<file path="config.mk">
export PLATFORM = sky130hd
export DESIGN_NAME = bp_fpga_host_io_arbiter
export DESIGN_NICKNAME = d
export VERILOG_FILES = /design/src/rtl/bp_fpga_host_io_arbiter.sv
export SDC_FILE = /design/constraint.sdc
export NUM_CORES = 1
export LEC_CHECK = 0
export ABC_AREA = 0
export CAP_MARGIN = 20
export CORE_AREA = 2 2 309 311
export DETAILED_ROUTE_END_ITERATION = 10
export DIE_AREA = 0 0 311 313
export PLACE_DENSITY = 0.33
export SLEW_MARGIN = 15
export SYNTH_ARGS = -nofsm -noshare
export SYNTH_HDL_FRONTEND = slang
export SYNTH_SLANG_ARGS = --single-unit
</file>
<file path="constraint.sdc">
create_clock -name clk_i -period 4.6 [get_ports clk_i]
set_input_delay 0.92 -clock clk_i [delete_from_list [all_inputs] [get_ports clk_i]]
set_output_delay 0.92 -clock clk_i [all_outputs]
set_load 0.1 [all_outputs]
</file>
<file path="src/rtl/bp_fpga_host_io_arbiter.sv">
// -----------------------------------------------------------------------------
// bp_fpga_host_io_arbiter
//
// Round-robin arbiter/sequencer sharing the single BedRock I/O command/response
// port of bp_fpga_host between num_req_p requesters. One command is accepted,
// forwarded to the host, and the host response is routed back to the requester
// that issued it. Exactly one transaction is outstanding at any time.
//
// Message layout (io_msg_width_lp bits, MSB first):
//   [msg_type:4][size:3][addr:paddr_width_p][data:data_width_p]
// The header is everything above the data field; data sits in the low bits.
//
// Optional feature macro: BP_FPGA_HOST_IO_ARB_TIMEOUT_EN
//   Defined   -> response timeout after timeout_cycles_p cycles in e_wait, an
//                error response (command header, zero data) to the owner,
//                a sticky timeout_o, and stale host responses are drained.
//   Undefined -> e_wait waits forever, timeout_o is tied low.
//
// Ports:
//   clk_i, reset_i          clock, synchronous active-high reset
//   req_cmd_i/_v_i          per-requester command message and valid
//   req_cmd_ready_and_o     one-hot accept (ready&valid)
//   req_resp_o              response message, broadcast to all requesters
//   req_resp_v_o            one-hot response valid (owner only)
//   req_resp_yumi_i         per-requester response consume
//   io_cmd_o/_v_o           command to host, valid
//   io_cmd_ready_and_i      host ready
//   io_resp_i/_v_i          host response, valid
//   io_resp_yumi_o          consume to host
//   busy_o                  high whenever not idle
//   grant_id_o              id of current or most recent owner
//   timeout_o               sticky timeout flag
// -----------------------------------------------------------------------------
module bp_fpga_host_io_arbiter #(
  parameter int paddr_width_p    = 40,
  parameter int data_width_p     = 64,
  parameter int num_req_p        = 4,
  parameter int timeout_cycles_p = 65536,
  localparam int hdr_width_lp    = 4 + 3 + paddr_width_p,
  localparam int io_msg_width_lp = hdr_width_lp + data_width_p,
  localparam int id_width_lp     = (num_req_p > 1) ? $clog2(num_req_p) : 1
) (
  input  logic                                 clk_i,
  input  logic                                 reset_i,

  input  logic [num_req_p*io_msg_width_lp-1:0] req_cmd_i,
  input  logic [num_req_p-1:0]                 req_cmd_v_i,
  output logic [num_req_p-1:0]                 req_cmd_ready_and_o,

  output logic [io_msg_width_lp-1:0]           req_resp_o,
  output logic [num_req_p-1:0]                 req_resp_v_o,
  input  logic [num_req_p-1:0]                 req_resp_yumi_i,

  output logic [io_msg_width_lp-1:0]           io_cmd_o,
  output logic                                 io_cmd_v_o,
  input  logic                                 io_cmd_ready_and_i,

  input  logic [io_msg_width_lp-1:0]           io_resp_i,
  input  logic                                 io_resp_v_i,
  output logic                                 io_resp_yumi_o,

  output logic                                 busy_o,
  output logic [id_width_lp-1:0]               grant_id_o,
  output logic                                 timeout_o
);

  localparam logic [1:0] e_idle = 2'd0;
  localparam logic [1:0] e_send = 2'd1;
  localparam logic [1:0] e_wait = 2'd2;
`ifdef BP_FPGA_HOST_IO_ARB_TIMEOUT_EN
  localparam logic [1:0] e_err  = 2'd3;
`endif

  logic [1:0]                 state_r;
  logic [io_msg_width_lp-1:0] cmd_r;
  logic [id_width_lp-1:0]     owner_r;
  logic [id_width_lp-1:0]     ptr_r;

  // Per-requester view of the flattened command bus.
  logic [io_msg_width_lp-1:0] req_cmd_li [num_req_p];

  // Arbitration result for the current e_idle cycle.
  logic                       win_v_li;
  logic [id_width_lp-1:0]     win_id_li;

  // Response valid before it is steered onto the owner's bit.
  logic                       resp_v_li;
  logic                       owner_yumi_li;

  genvar gi;
  generate
    for (gi = 0; gi < num_req_p; gi++) begin : g_req
      assign req_cmd_li[gi] = req_cmd_i[gi*io_msg_width_lp +: io_msg_width_lp];

      // Accept is withheld while reset is asserted so a resetting arbiter
      // never takes a command it is about to forget.
      assign req_cmd_ready_and_o[gi] = (state_r == e_idle) & ~reset_i & win_v_li
                                       & (win_id_li == id_width_lp'(gi));

      assign req_resp_v_o[gi] = resp_v_li & (owner_r == id_width_lp'(gi));
    end
  endgenerate

  // Round-robin search: scan offsets from the highest down so the lowest
  // offset from ptr_r (the highest-priority requester) wins last.
  always_comb begin
    int                     idx;
    logic [id_width_lp-1:0] idx_id;
    win_v_li  = 1'b0;
    win_id_li = '0;
    idx       = 0;
    idx_id    = '0;
    for (int k = num_req_p - 1; k >= 0; k--) begin
      idx = int'(ptr_r) + k;
      if (idx >= num_req_p) begin
        idx = idx - num_req_p;
      end
      idx_id = id_width_lp'(idx);
      if (req_cmd_v_i[idx_id]) begin
        win_v_li  = 1'b1;
        win_id_li = idx_id;
      end
    end
  end

  // Only the owner's consume counts; other requesters' yumi bits are ignored.
  assign owner_yumi_li = req_resp_yumi_i[owner_r];

  // Command side: the host sees the latched command only in e_send.
  assign io_cmd_v_o = (state_r == e_send);
  assign io_cmd_o   = io_cmd_v_o ? cmd_r : '0;

  assign busy_o     = (state_r != e_idle);
  assign grant_id_o = owner_r;

`ifdef BP_FPGA_HOST_IO_ARB_TIMEOUT_EN
  localparam int tcnt_width_lp = (timeout_cycles_p > 2) ? $clog2(timeout_cycles_p) : 1;

  logic [tcnt_width_lp-1:0] tcnt_r;
  logic                     timeout_r;
  logic                     timeout_hit_li;

  // The counter advances on every e_wait cycle without a consume; the cycle
  // in which it steps onto timeout_cycles_p-1 is the one that enters e_err,
  // so the error response appears timeout_cycles_p cycles after the command
  // handshake.
  assign timeout_hit_li = (state_r == e_wait) & ~io_resp_yumi_o
                          & (tcnt_r == tcnt_width_lp'(timeout_cycles_p - 2));

  always_ff @(posedge clk_i) begin
    if (reset_i) begin
      tcnt_r    <= '0;
      timeout_r <= 1'b0;
    end else begin
      if ((state_r == e_send) && io_cmd_ready_and_i) begin
        tcnt_r <= '0;
      end else if ((state_r == e_wait) && !io_resp_yumi_o) begin
        tcnt_r <= tcnt_r + 1'b1;
      end
      if (timeout_hit_li) begin
        timeout_r <= 1'b1;
      end
    end
  end

  assign timeout_o = timeout_r;
`else
  assign timeout_o = 1'b0;
`endif

  // Response side.
  always_comb begin
    resp_v_li      = 1'b0;
    req_resp_o     = '0;
    io_resp_yumi_o = 1'b0;
    case (state_r)
      e_wait: begin
        resp_v_li      = io_resp_v_i;
        req_resp_o     = io_resp_i;
        io_resp_yumi_o = io_resp_v_i & owner_yumi_li;
      end
`ifdef BP_FPGA_HOST_IO_ARB_TIMEOUT_EN
      e_err: begin
        // Synthesized error reply: original header, zero data. Anything the
        // host sends now belongs to the abandoned transaction and is drained.
        resp_v_li      = 1'b1;
        req_resp_o     = {cmd_r[io_msg_width_lp-1 -: hdr_width_lp], {data_width_p{1'b0}}};
        io_resp_yumi_o = io_resp_v_i & ~reset_i;
      end
      default: begin
        // Late response from a timed-out transaction: consume and drop it.
        io_resp_yumi_o = io_resp_v_i & ~reset_i;
      end
`else
      default: begin
        io_resp_yumi_o = 1'b0;
      end
`endif
    endcase
  end

  // Sequencer.
  always_ff @(posedge clk_i) begin
    if (reset_i) begin
      state_r <= e_idle;
      cmd_r   <= '0;
      owner_r <= '0;
      ptr_r   <= '0;
    end else begin
      case (state_r)
        e_idle: begin
          if (win_v_li) begin
            cmd_r   <= req_cmd_li[win_id_li];
            owner_r <= win_id_li;
            ptr_r   <= (win_id_li == id_width_lp'(num_req_p - 1)) ? '0 : win_id_li + 1'b1;
            state_r <= e_send;
          end
        end
        e_send: begin
          if (io_cmd_ready_and_i) begin
            state_r <= e_wait;
          end
        end
        e_wait: begin
          if (io_resp_yumi_o) begin
            state_r <= e_idle;
          end
`ifdef BP_FPGA_HOST_IO_ARB_TIMEOUT_EN
          else if (timeout_hit_li) begin
            state_r <= e_err;
          end
`endif
        end
`ifdef BP_FPGA_HOST_IO_ARB_TIMEOUT_EN
        e_err: begin
          if (owner_yumi_li) begin
            state_r <= e_idle;
          end
        end
`endif
        default: begin
          // Unreachable encoding: recover to idle.
          state_r <= e_idle;
        end
      endcase
    end
  end

endmodule

</file>
==> results of run 1 <==
-- through the flow --
| stage | std cells | total power [uW] |
|---|---|---|
| after floorplan | 1211 | 3300 |
| after global placement | 3148 | 4430 |
| after detailed placement | 3148 | 4450 |
| after CTS | 3180 | 6040 |
| after global routing | 3183 | 6200 |
| final | 3188 | 5870 |
-- how the worst max path moves through the flow --
stage	to	slack, ps	depth (start not counted)
floorplan	req_resp_v_o[2]	430	2
global placement	req_cmd_ready_and_o[1]	560	7
detailed placement	cmd_r[19]$_SDFFE_PP0P_	580	8
CTS	io_cmd_o[2]	630	4
global route	req_cmd_ready_and_o[1]	540	7
finish	req_cmd_ready_and_o[3]	660	7
-- registers in the layout, summed over array words and instances, names as in the netlist --
signal      cells
state_r         2
grant_id_o      2
cmd_r         111
ptr_r           2
-- final cells by class --
class,instances,area (um^2),area share
timing repair buffer,822,7780,0.412
multi-input combinational,941,6530,0.346
sequential,117,2340,0.124
tap,1265,1580,0.0839
clock buffer,23,468,0.0248
clock inverter,9,126,0.00670
antenna,8,20.0,0.00106
inverter,3,16.3,0.000862
-- cells by family after synthesis --
logic type | Yosys count
multiplexers | 1
flip-flops | 117
other | 1
buffers and inverters | 153
adder cells (fa/ha/maj) | 1
AND/OR/NAND/NOR | 596
AO/OA/AOI/OAI | 342
-- cell usage after synthesis, drive strengths merged (2+ instances only) --
master	count
inv	3
nor3	4
nand2	121
or2	2
nor2	12
and2	223
and3	224
a21oi	6
a211oi	223
nor2b	5
clkbuf	89
dfxtp	117
o31ai	111
buf	61
-- power groups by stage --
stage	clock network [uW]	registers, uW	logic [uW]
after floorplan	0	1290	2010
after global placement	0	1310	3120
after detailed placement	0	1320	3130
after CTS	1600	1290	3140
after global routing	1620	1320	3270
final	1500	1290	3070
-- per-layer routing --
metal | part of all wire | wire length (um) | track usage
met1 | 0.38 | 28300 | 0.159
met5 | 0.0013 | 95 | 0
met4 | 0.026 | 1940 | 0.0472
met3 | 0.065 | 4820 | 0.0449
met2 | 0.53 | 39300 | 0.274
-- worst max-delay path, stage by stage --
cell and delay [ps]:
clkdlybuf4s50_1 590, nor2_1 100, or4b_4 600, nand2_8 220, ha_1 180, and2_1 180, buf_12 190
==> out/metrics.yaml, run 1 <==
status: "finished, final reports clean"
setup_violations: 0
netlist_area_um2: 9690
p_sw_frac: 0.458
finalCriticalPeriod_ps: 3940
antenna_found_initial: 16
hold_path_class: "reg -> reg"
grt_usage: 0.148
cts_made_buffers: 17
peakVddDrop_mv: 0.274
synthSimpleGateAreaFrac: 0.352
postRouteAntennaNets: 0
hold_path.startpoint: "cmd_r[95]$_SDFFE_PP0P_"
fin_tns_setup_ps: 0
min_to: "cmd_r[95]$_SDFFE_PP0P_"
synth_compound_area_frac: 0.312
num_rows: 113
cts_setup_buffers: 0
core-area_um2: 94200
synth_top_area_share: 0.242
grt_pass1_vias: 12800
hold_viol: 0
timing.rr.end: "cmd_r[55]$_SDFFE_PP0P_"
synth_cell_types: 34
worst_pin_slew_ps: 1070
switchingPower_uw: 2680
finalWeightedCongestion: 0.951
slew_headroom: 0.285
hold_ws_ps: 442
drive_above_1_share: 0.201
drc_errors: 0
synth-async-reset-ratio: 0
crit_path_start: "req_cmd_v_i[3]"
max_freq_mhz: 254
dpl.hpwl_um: 56300
wl_um: 74400
synth_edf_count: 0
yosys_warnings: 0
die_h_um: 313
drv_cap: 0
ys_seq_area_frac: 0.242
syn_inst: 1211
pwr-share-comb: 0.524
muxShareOfSynthArea: 0.00232
placed_cell_area_um2: 18300
r2r_start: "ptr_r[1]$_SDFFE_PP0P_"
grt_max_degree: 156
clkPwrFrac: 0.255
path_max_fanout: 18
synth_area_leaders: "dfxtp_1, and3_1, and2_1"
synth_top_family_by_area: "simple AND/OR/NAND/NOR gates"
vias: 12300
fp.dieArea_um2: 97300
finalCritPeriodShare: 0.858
fin_nets: 2470
r2r_cells: 6
seqPwrFrac: 0.220
syn_nets: 1779
crit_type: "in -> out"
min_path_cells: 2
die_w_um: 311
yosysTopAreaCell: "dfxtp_1"
synthFlopType: "dfxtp_1"
cts.sinks: 117
synth_xor_xnor_area_share: 0
r2r_setup_slack_ps: 1590
pin_count: 803
routedWlPerCell_um: 23.4
design_area_um2: 18900
viasPerCell: 3.85
yosys_register_bits: 117
worst-endpoint-arrival_ps: 3020
utilization: 0.200
cts_buffer_depth: 2
power.density_nw_per_um2: 311
required_ps: 3680
final_cell_mix: "clkdlybuf4s50_1, buf_4, and3_1, and2_1, a211oi_1"
cellLeakagePower_uw: 0.00739
finClkSkew_ps: 18.1
synth_fa_ha_area_frac: 0.00129
rsz0062_at_grt: "no"
n_fill_cell: 10600
syn2layout_area_growth_pct: 94.7
initial_core_util: 0.103
cell_internal_pwr_uw: 3180
final_common_cell: "clkdlybuf4s50_1"
slew_viol_final: 0
path_clk_slew_ps: 60
grt_pass1_wl_um: 103000
worst_slack_ps: 655
overflow: 0
worstSetupStartpointType: "input pin"
cts_hold_buf: 0
dp_slack_ps: 581
cts_resized: 0
firstDrtPassIters: 5
cts_tree: "done"
end_kind: "output port"
port_buffers: 801
drtIter0Drc: 518
clock_latency_ps: 480
cts_root_buf: "clkbuf_16"
htreeDepth: 4
syn_area_per_cell_um2: 8.00
Note: power is estimated with default switching activity, not from simulation.
==> inputs of run 2 (changes only) <==
- SKIP_LAST_GASP: not set -> 1
==> results of run 2 <==
The final DEF is identical to that of run 1; final timing and power are the same.
==> inputs of run 3 (changes only) <==
- TNS_END_PERCENT: not set -> 100
==> results of run 3 <==
The final DEF is identical to that of run 1; final timing and power are the same.
